==> src/rtl/mcycle_seq.sv <==
// ============================================================================
// Module   : mcycle_seq
// Brief    : SM83 M-cycle sequencer. Fetches opcodes (and the CB second byte),
//            hands them to decode for one cycle, then walks immediate, data
//            read/write and internal cycles before strobing execute commit.
//            Also owns HALT and its interrupt wake-up.
// Options  : MCYCLE_SEQ_PERF_CNT_EN adds perf_cycles / perf_instrs counters.
// Revision : 1.0 - initial release
// ============================================================================
`default_nettype none

module mcycle_seq #(
  parameter logic [7:0] IR_RESET  = 8'h00,
  parameter int         INT_CNT_W = 3
) (
  input  logic                 clk,
  input  logic                 rst,
  output logic                 bus_req,
  output logic                 bus_we,
  output logic                 bus_sel,
  input  logic                 bus_ready,
  input  logic [7:0]           bus_rdata,
  output logic [7:0]           ir,
  output logic                 ir_cb,
  output logic [15:0]          imm,
  output logic [7:0]           mem_rdata,
  output logic                 pc_inc,
  input  logic                 dec_is_instr16,
  input  logic                 dec_halt,
  input  logic [1:0]           dec_imm_bytes,
  input  logic                 dec_mem_rd,
  input  logic                 dec_mem_wr,
  input  logic [INT_CNT_W-1:0] dec_int_cycles,
  output logic                 exec_stb,
  input  logic                 irq_pending,
  output logic                 halted
`ifdef MCYCLE_SEQ_PERF_CNT_EN
  ,
  output logic [31:0]          perf_cycles,
  output logic [31:0]          perf_instrs
`endif
);

  localparam logic [3:0] S_FETCH    = 4'd0;
  localparam logic [3:0] S_DECODE   = 4'd1;
  localparam logic [3:0] S_CB_FETCH = 4'd2;
  localparam logic [3:0] S_IMM_LO   = 4'd3;
  localparam logic [3:0] S_IMM_HI   = 4'd4;
  localparam logic [3:0] S_MEM_RD   = 4'd5;
  localparam logic [3:0] S_MEM_WR   = 4'd6;
  localparam logic [3:0] S_INTERNAL = 4'd7;
  localparam logic [3:0] S_EXEC     = 4'd8;
  localparam logic [3:0] S_HALT     = 4'd9;

  localparam logic [INT_CNT_W-1:0] CNT_ZERO = '0;
  localparam logic [INT_CNT_W-1:0] CNT_ONE  = {{(INT_CNT_W-1){1'b0}}, 1'b1};

  logic [3:0]           state_q, state_d;
  logic [7:0]           ir_q, ir_d;
  logic                 ir_cb_q, ir_cb_d;
  logic [15:0]          imm_q, imm_d;
  logic [7:0]           mem_rdata_q, mem_rdata_d;
  logic [1:0]           imm_bytes_q, imm_bytes_d;
  logic                 mem_rd_q, mem_rd_d;
  logic                 mem_wr_q, mem_wr_d;
  logic [INT_CNT_W-1:0] int_cycles_q, int_cycles_d;
  logic [INT_CNT_W-1:0] int_cnt_q, int_cnt_d;
  logic                 halted_q, halted_d;

  logic                 bus_state;
  logic                 bus_done;

  // Tail of the decode priority list starting at the data-read step.
  function automatic logic [3:0] after_imm(input logic rd, input logic wr,
                                           input logic [INT_CNT_W-1:0] ic);
    if (rd)                  return S_MEM_RD;
    else if (wr)             return S_MEM_WR;
    else if (ic != CNT_ZERO) return S_INTERNAL;
    else                     return S_EXEC;
  endfunction

  // Tail of the decode priority list starting at the internal-cycle step.
  function automatic logic [3:0] after_mem(input logic [INT_CNT_W-1:0] ic);
    if (ic != CNT_ZERO) return S_INTERNAL;
    else                return S_EXEC;
  endfunction

  // Bus strobes come straight from the state; reset forces the request low so
  // a pending access is abandoned and a late bus_ready has no effect.
  always_comb begin
    bus_state = (state_q == S_FETCH)  || (state_q == S_CB_FETCH) ||
                (state_q == S_IMM_LO) || (state_q == S_IMM_HI)   ||
                (state_q == S_MEM_RD) || (state_q == S_MEM_WR);
    bus_req   = bus_state & ~rst;
    bus_sel   = (state_q == S_MEM_RD) || (state_q == S_MEM_WR);
    bus_we    = (state_q == S_MEM_WR);
    bus_done  = bus_req & bus_ready;
    pc_inc    = bus_done & ~bus_sel;
    exec_stb  = (state_q == S_EXEC) & ~rst;
  end

  // Next-state and datapath-capture logic for the M-cycle walk.
  always_comb begin
    state_d      = state_q;
    ir_d         = ir_q;
    ir_cb_d      = ir_cb_q;
    imm_d        = imm_q;
    mem_rdata_d  = mem_rdata_q;
    imm_bytes_d  = imm_bytes_q;
    mem_rd_d     = mem_rd_q;
    mem_wr_d     = mem_wr_q;
    int_cycles_d = int_cycles_q;
    int_cnt_d    = int_cnt_q;
    halted_d     = halted_q;

    case (state_q)
      S_FETCH: begin
        if (bus_done) begin
          ir_d    = bus_rdata;
          ir_cb_d = 1'b0;
          state_d = S_DECODE;
        end
      end
      S_DECODE: begin
        imm_bytes_d  = dec_imm_bytes;
        mem_rd_d     = dec_mem_rd;
        mem_wr_d     = dec_mem_wr;
        int_cycles_d = dec_int_cycles;
        if (dec_halt) begin
          state_d  = S_HALT;
          halted_d = 1'b1;
        end else if (dec_is_instr16 && !ir_cb_q) begin
          state_d = S_CB_FETCH;
        end else if (dec_imm_bytes != 2'd0) begin
          state_d = S_IMM_LO;
        end else begin
          state_d = after_imm(dec_mem_rd, dec_mem_wr, dec_int_cycles);
        end
      end
      S_CB_FETCH: begin
        if (bus_done) begin
          ir_d    = bus_rdata;
          ir_cb_d = 1'b1;
          state_d = S_DECODE;
        end
      end
      S_IMM_LO: begin
        if (bus_done) begin
          imm_d = {8'h00, bus_rdata};
          // An encoding of 3 behaves like 2 bytes.
          if (imm_bytes_q >= 2'd2) state_d = S_IMM_HI;
          else                     state_d = after_imm(mem_rd_q, mem_wr_q, int_cycles_q);
        end
      end
      S_IMM_HI: begin
        if (bus_done) begin
          imm_d[15:8] = bus_rdata;
          state_d     = after_imm(mem_rd_q, mem_wr_q, int_cycles_q);
        end
      end
      S_MEM_RD: begin
        if (bus_done) begin
          mem_rdata_d = bus_rdata;
          if (mem_wr_q) state_d = S_MEM_WR;
          else          state_d = after_mem(int_cycles_q);
        end
      end
      S_MEM_WR: begin
        if (bus_done) state_d = after_mem(int_cycles_q);
      end
      S_INTERNAL: begin
        if (int_cnt_q <= CNT_ONE) state_d = S_EXEC;
        else                      int_cnt_d = int_cnt_q - CNT_ONE;
      end
      S_EXEC: begin
        ir_cb_d = 1'b0;
        state_d = S_FETCH;
      end
      S_HALT: begin
        if (irq_pending) begin
          halted_d = 1'b0;
          state_d  = S_FETCH;
        end
      end
      default: state_d = S_FETCH;
    endcase

    // The internal-cycle counter is loaded on entry; from DECODE the freshly
    // decoded count is used since the sampled copy is not yet registered.
    if ((state_d == S_INTERNAL) && (state_q != S_INTERNAL)) begin
      if (state_q == S_DECODE) int_cnt_d = dec_int_cycles;
      else                     int_cnt_d = int_cycles_q;
    end
  end

  // Sequencer state registers with synchronous reset.
  always_ff @(posedge clk) begin
    if (rst) begin
      state_q      <= S_FETCH;
      ir_q         <= IR_RESET;
      ir_cb_q      <= 1'b0;
      imm_q        <= 16'h0000;
      mem_rdata_q  <= 8'h00;
      imm_bytes_q  <= 2'd0;
      mem_rd_q     <= 1'b0;
      mem_wr_q     <= 1'b0;
      int_cycles_q <= CNT_ZERO;
      int_cnt_q    <= CNT_ZERO;
      halted_q     <= 1'b0;
    end else begin
      state_q      <= state_d;
      ir_q         <= ir_d;
      ir_cb_q      <= ir_cb_d;
      imm_q        <= imm_d;
      mem_rdata_q  <= mem_rdata_d;
      imm_bytes_q  <= imm_bytes_d;
      mem_rd_q     <= mem_rd_d;
      mem_wr_q     <= mem_wr_d;
      int_cycles_q <= int_cycles_d;
      int_cnt_q    <= int_cnt_d;
      halted_q     <= halted_d;
    end
  end

  assign ir        = ir_q;
  assign ir_cb     = ir_cb_q;
  assign imm       = imm_q;
  assign mem_rdata = mem_rdata_q;
  assign halted    = halted_q;

`ifdef MCYCLE_SEQ_PERF_CNT_EN
  logic [31:0] perf_cycles_q;
  logic [31:0] perf_instrs_q;

  // Free-running cycle and retired-instruction counters, wrapping at 2^32.
  always_ff @(posedge clk) begin
    if (rst) begin
      perf_cycles_q <= 32'd0;
      perf_instrs_q <= 32'd0;
    end else begin
      if (!halted_q) perf_cycles_q <= perf_cycles_q + 32'd1;
      if (exec_stb)  perf_instrs_q <= perf_instrs_q + 32'd1;
    end
  end

  assign perf_cycles = perf_cycles_q;
  assign perf_instrs = perf_instrs_q;
`endif

endmodule

`default_nettype wire

==> config.mk <==
export PLATFORM = sky130hd
export DESIGN_NAME = mcycle_seq
export DESIGN_NICKNAME = d
export VERILOG_FILES = /design/src/rtl/mcycle_seq.sv
export SDC_FILE = /design/constraint.sdc
export NUM_CORES = 1
export LEC_CHECK = 0
export ABC_AREA = 1
export BUFFER_PORTS_ARGS = -buffer_cell sky130_fd_sc_hd__buf_2
export CAP_MARGIN = 20
export CORE_ASPECT_RATIO = 2
export CORE_MARGIN = 2
export CORE_UTILIZATION = 42
export DETAILED_ROUTE_END_ITERATION = 7
export PLACE_DENSITY = 0.65
export SETUP_SLACK_MARGIN = 0.1
export SLEW_MARGIN = 20
export SYNTH_ARGS = -nofsm -noshare
export SYNTH_HDL_FRONTEND = slang
export SYNTH_SLANG_ARGS = --single-unit
==> constraint.sdc <==
create_clock -name clk -period 2.7 [get_ports clk]
set_clock_uncertainty 0.2 [all_clocks]
set_input_delay 0.54 -clock clk [delete_from_list [all_inputs] [get_ports clk]]
set_output_delay 0.54 -clock clk [all_outputs]
set_load 0.02 [all_outputs]
==> flow_summary.toml, run 1 <==
[yosys]
synth_seq_cells = 47
synth_top_family_by_area = "simple AND/OR/NAND/NOR gates"
syn_area_per_cell_um2 = 6.782
synth_xor_area_frac = 0.003669
syn_area_mm2 = 0.002387
dominantRegCellSynth = "dfxtp_1"
yosys.area_share.simple = 0.3622
synth_cell_types = 28
ys_warn_count = 0
synthAdderAreaFrac = 0.01048
netlist_instances = 352
synth_enable_flop_cells = 0
async_flop_share = 0
synth_mux_area_frac = 0
synth-compound-area-share = 0.1399
syn_nets = 375
seq_area_frac_synth = 0.3941

[clock_network]
insertion_delay_ps = 300
clk_pin_slew_ps = 90
cts_tree = "built"
cts_hold_buffers = 0
clockBufferDepth = 2
cts.sinks = 47
cts-root-buf = "clkbuf_8"
cts-buffers-inserted = 5
htree_levels = 2

[power]
pwr-share-clk = 0.321
powerDensity_mw_per_mm2 = 500.3
sw_frac_of_total = 0.3009
leakagePower_nw = 1.353
power.switching_uw = 429.8
p_int_uw = 998.6
peakVddDrop_mv = 0.5124
pwr-share-comb = 0.171
seqPwrFrac = 0.508

[layout]
final_area_mm2 = 0.002855
layout.nets = 434
multi_input_area_mm2 = 0.001235
final_common_cell = "nand2_1"
layout_common_cells = "nand2_1, buf_2, a21oi_1, dfxtp_1, nand3_1"
drive_gt1_frac = 0.2524
diodes = 0
regArea_um2 = 944.7
nFillCells = 559
synthToLayoutAreaGrowth_pct = 19.60

[timing]
period_share = 0.9136
layout_setup_ws_ps = 233.3
setup-violations-final = 0
finalHoldViolations = 0
worst_slew_pin_slew_ps = 435.9
max_slew_margin = 0.7094
slew_viol_final = 0
rsz0062_at_grt = "false"
fin_crit_ps = 2467
setup_tns_ps = 0
fmax_ghz = 0.4054

[floorplanning]
fp.coreArea_mm2 = 0.005468
die_h_um = 110.6
num_io_pins = 60
rows = 38
initial_utilization = 0.4366
dieArea_mm2 = 0.006340
die_x_um = 57.31

[detailed_routing]
drtPass1Iterations = 4
ant_nets = 0
drt-total-wl_mm = 6.899
drc = 0
vias = 2532
vias_per_cell = 5.364
drtIter0Drc = 88
wire_per_inst_um = 14.62

[placed_design]
dp_slack_ps = 427.1
dp_hpwl_mm = 5.409
io_buffers = 59
place_area_mm2 = 0.002735
gp_congestion = 0.9062

[global_routing]
grt_max_degree = 43
grt-ovfl-total = 0
antenna_found_initial = 0
grt_usage = 0.2227
grt_first_pass_wirelength_mm = 10.90
grt_pass1_vias = 2389

[worst_hold_path]
hp-class = "flop to flop"

[setup_path]
path_common_cell = "nor2_4"
arrival_ps = 1730
crit_chain = "inv_2 > nand2_2 > nor2_4 > nor2_4 > nand2_4 > nand3_4 > inv_8 > nand2_1 > inv_1 > buf_2"
worstPathMaxFanout = 13
slowest_stage = "dfxtp_1"
cpPeakStageDelay_ps = 360
cp_top_family = "simple AND/OR/NAND/NOR gates"
cp_num_buf_inv = 4
critical_path_class = "flop to primary output"
critPathCaptureType = "primary output"
critPathLaunchType = "flop"
critPathRequiredTime_ps = 1960

[job]
drv_cap = 0

[run_status]
status = "finished, final reports clean"
==> cells by family (layout without fill, tap and decap cells) <==
logic type,count (synthesis),count (layout)
compound gates,63,63
xor+xnor,1,1
fa+ha+maj,2,2
buf+inv,52,112
flops,47,47
simple gates,187,187
==> path summary, 6_finish.rpt <==
check,start,to,slack [ps],cells past startpoint
max,state_q[3],pc_inc,230,10
max reg2reg,state_q[3],int_cnt_q[1],390,17
min reg2reg,imm[9],imm[9],260,2
min,imm[9],imm[9],260,2
==> repair_timing <==
action,CTS,global route
buffers inserted,0,1
setup endpoints to repair,1,1
gates resized for setup,1,6
pin swaps,0,1
==> metrics by stage <==
stage | std cells | hold WS [ps] | power, mW | util
2_1_floorplan | 352 | 244.2 | 0.9038 | -
3_3_place_gp | 463 | 245.8 | 0.9805 | 0.5002
3_5_place_dp | 463 | 249.2 | 0.9810 | 0.5002
4_1_cts | 471 | 263.1 | 1.436 | 0.5188
5_1_grt | 472 | 277.5 | 1.485 | 0.5222
6_report | 472 | 262.2 | 1.428 | 0.5222
==> power by group through the flow <==
stage	registers [mW]	clock network [mW]	logic, mW
2_1_floorplan	0.747	0	0.157
6_report	0.726	0.458	0.244
5_1_grt	0.729	0.487	0.269
3_3_place_gp	0.741	0	0.240
4_1_cts	0.725	0.470	0.240
3_5_place_dp	0.742	0	0.239
==> layer usage <==
layer | vias up | routed length [um] | global-route usage
met5 | - | 0 | 0
met4 | 0 | 424 | 0.1535
met3 | 27 | 382 | 0.04801
met2 | 98 | 3747 | 0.4069
met1 | 1131 | 2344 | 0.2070
li1 | 1276 | - | -
==> layout make-up <==
cell class                 instances  share of cell area
timing repair buffer              67              0.1245
clock buffer                       6             0.02892
tap                               60             0.02629
inverter                          37             0.05127
sequential                        47              0.3308
clock inverter                     2            0.005697
multi-input combinational        253              0.4325
==> tightest hold or removal path, cell delays in order (launching register included) <==
cell and delay (ps):
dfxtp_1 320, nand2_1 60, a21oi_1 50
==> cells in the mapped netlist, types with 2 or more instances <==
cell type / n / share of area
nand2_1: 91 / 0.14
inv_2: 6 / 0.0094
ha_1: 2 / 0.010
nand2_2: 4 / 0.010
nor2_4: 3 / 0.014
dfxtp_1: 47 / 0.39
nor2_2: 6 / 0.016
nor2_1: 22 / 0.035
nand4_1: 12 / 0.031
a21oi_1: 46 / 0.096
buf_2: 6 / 0.013
or2_2: 3 / 0.0079
inv_1: 30 / 0.047
o21ai_0: 12 / 0.025
nand3_1: 43 / 0.090
clkbuf_1: 7 / 0.011
==> state kept, by name (all words and copies together), names as in the netlist <==
| name | cells |
|---|---|
| ir | 8 |
| mem_rdata | 8 |
| imm_bytes_q | 1 |
| int_cnt_q | 3 |
| int_cycles_q | 3 |
| mem_wr_q | 1 |
| state_q | 4 |
| imm | 16 |
| ir_cb | 1 |
| halted | 1 |
| mem_rd_q | 1 |
No activity file was read; power rests on OpenSTA's default activity.
==> inputs of run 2 (changes only) <==
--- a/config.mk
+++ b/config.mk
@@ -5,14 +5,13 @@
 export SDC_FILE = /design/constraint.sdc
 export NUM_CORES = 1
 export LEC_CHECK = 0
-export ABC_AREA = 1
 export BUFFER_PORTS_ARGS = -buffer_cell sky130_fd_sc_hd__buf_2
 export CAP_MARGIN = 20
 export CORE_ASPECT_RATIO = 2
 export CORE_MARGIN = 2
 export CORE_UTILIZATION = 42
 export DETAILED_ROUTE_END_ITERATION = 7
-export PLACE_DENSITY = 0.65
+export PLACE_DENSITY = 0.66
 export SETUP_SLACK_MARGIN = 0.1
 export SLEW_MARGIN = 20
 export SYNTH_ARGS = -nofsm -noshare
==> flow_summary.toml, run 2 <==
[timing]
fmax_ghz = 0.4140
finalHoldViolations = 0
max_slew_margin = 0.6242
fin_crit_ps = 2415
setup_tns_ps = 0
period_share = 0.8946
worst_slew_pin_slew_ps = 559.0
layout_setup_ws_ps = 284.6
rsz0062_at_grt = "false"
setup-violations-final = 0
slew_viol_final = 0

[layout]
synthToLayoutAreaGrowth_pct = 22.01
final_area_mm2 = 0.002746
layout.nets = 349
final_common_cell = "buf_2"
largest_reg_flops = 16
diodes = 0
drive_gt1_frac = 0.2862
final_util = 0.5345
layout_common_cells = "buf_2, nor2_1, dfxtp_1, mux2i_1, nand2_1"

[detailed_routing]
drtIter0Drc = 79
wire_per_inst_um = 16.99
ant_nets = 0
drtPass1Iterations = 5
drt-total-wl_mm = 6.509
drc = 0
vias_per_cell = 5.674
vias = 2173

[setup_path]
regToRegSetupSlack_ps = 290
crit_start = "state_q[1]"
critPathRequiredTime_ps = 1960
critPathLaunchType = "flop"
r2r_cells = 6
critPathCaptureType = "primary output"
timing.rr.start = "state_q[2]"
r2r_end = "int_cnt_q[2]"
worstPathMaxFanout = 15
critical_path_class = "flop to primary output"
arrival_ps = 1680

[placed_design]
io_buffers = 59
place_area_mm2 = 0.002671
dp_slack_ps = 303.3
gp_congestion = 0.9244
dp_hpwl_mm = 5.089

[yosys]
syn_area_mm2 = 0.002251
synth_xor_area_frac = 0.007782
ys_warn_count = 0
synth_top_cell_by_area = "dfxtp_1"
ys_top_cells_by_area = "dfxtp_1, mux2i_1, nor2_1"
synth_top_family_by_area = "simple AND/OR/NAND/NOR gates"
syn_nets = 283
netlist_instances = 260
dominantRegCellSynth = "dfxtp_1"
synth-compound-area-share = 0.1662
synth_enable_flop_cells = 0
synth_mux_area_frac = 0.1217
async_flop_share = 0
synth_cell_types = 46
yosys.area.top_type_share = 0.4180
yosys.area_share.simple = 0.2374
syn_area_per_cell_um2 = 8.657
synthAdderAreaFrac = 0.01112
synth_seq_cells = 47
synth_common_cells = "nor2_1, dfxtp_1, mux2i_1"
seq_area_frac_synth = 0.4180
synth_most_common_cell = "nor2_1"

[power]
peakVddDrop_mv = 0.6297
power_mw = 1.326
powerDensity_mw_per_mm2 = 482.7
leakagePower_nw = 1.200

[run_status]
status = "finished, final reports clean"

[floorplanning]
num_io_pins = 60
fp.coreArea_mm2 = 0.005139
die_h_um = 107.5
dieArea_mm2 = 0.005996
rows = 37
die_x_um = 55.77
initial_utilization = 0.4380

[global_routing]
grt_usage = 0.2221
grt_max_degree = 45
grt_pass1_vias = 2136
grt_first_pass_wirelength_mm = 10.11
antenna_found_initial = 0
grt-ovfl-total = 0

[clock_network]
insertion_delay_ps = 300
htree_levels = 2
cts.sinks = 47
cts-buffers-inserted = 5
cts-root-buf = "clkbuf_8"
clk_pin_slew_ps = 80
clockBufferDepth = 2
cts_tree = "built"
cts_hold_buffers = 0
post_cts_buffers = 0

[worst_hold_path]
hold_depth = 2
hp-class = "flop to flop"
hold_path.startpoint = "mem_rdata[7]"
min_to = "mem_rdata[7]"

[job]
drv_cap = 0
run 2: cell types whose count changed after synthesis, moves of 8 or more:
cell | before | now
nand2_1 | 91 | 21
nand3_1 | 43 | 1
nand4_1 | 12 | 2
inv_1 | 30 | 5
mux2i_1 | 0 | 24
nor2_1 | 22 | 50
a22oi_1 | 0 | 8
a21oi_1 | 46 | 15
nand2b_1 | 0 | 10
run 2: worst max-delay path by stage:
stage / cells after the start / end / slack [ps]
final: 4 / pc_inc / 280
after CTS: 4 / pc_inc / 140
after global placement: 8 / int_cnt_q[0] / 340
after global routing: 4 / pc_inc / 170
after floorplan: 3 / exec_stb / 360
after detailed placement: 6 / int_cnt_q[0] / 300
run 2: cells by family after synthesis:
group | count (synthesis)
mux | 27
fa+ha+maj | 2
simple gates | 109
buf+inv | 20
xor+xnor | 2
compound gates | 53
flops | 47
run 2: final cells by class:
type / count / area, um2
Clock buffer: 6 / 72.57
Fill cell: 495 / 2392
Inverter: 5 / 18.77
Multi-Input combinational cell: 193 / 1231
Sequential cell: 47 / 943.4
Tap cell: 58 / 72.57
Timing Repair Buffer: 74 / 407.9
run 2: critical path: stages (launching register included):
cell	delay, ps
dfxtp_2	490
nand2b_1	420
a21oi_1	160
nor2_1	130
buf_2	170
run 2: repair_timing:
action | 4_1_cts | 5_1_grt
endpoints found under the setup margin | 0 | 1
resized for setup | 0 | 2
hold endpoints to repair | 0 | 0
run 2: metrics by stage:
stage          hold slack (ps)  cells
5_1_grt                  313.4    383
3_3_place_gp             268.8    377
4_1_cts                  282.5    383
6_report                 290.7    383
3_5_place_dp             273.9    377
2_1_floorplan            283.5    260
run 2: routing by layer:
layer / GRT usage / wire [um]
met5: 0 / 0
met3: 0.03966 / 317
met1: 0.1979 / 2238
met2: 0.4235 / 3552
met4: 0.1707 / 401
run 2: power breakdown:
group	switching [mW]	internal, mW	total [mW]
clock network	0.217	0.173	0.390
registers	0.0211	0.712	0.733
logic	0.126	0.0775	0.203
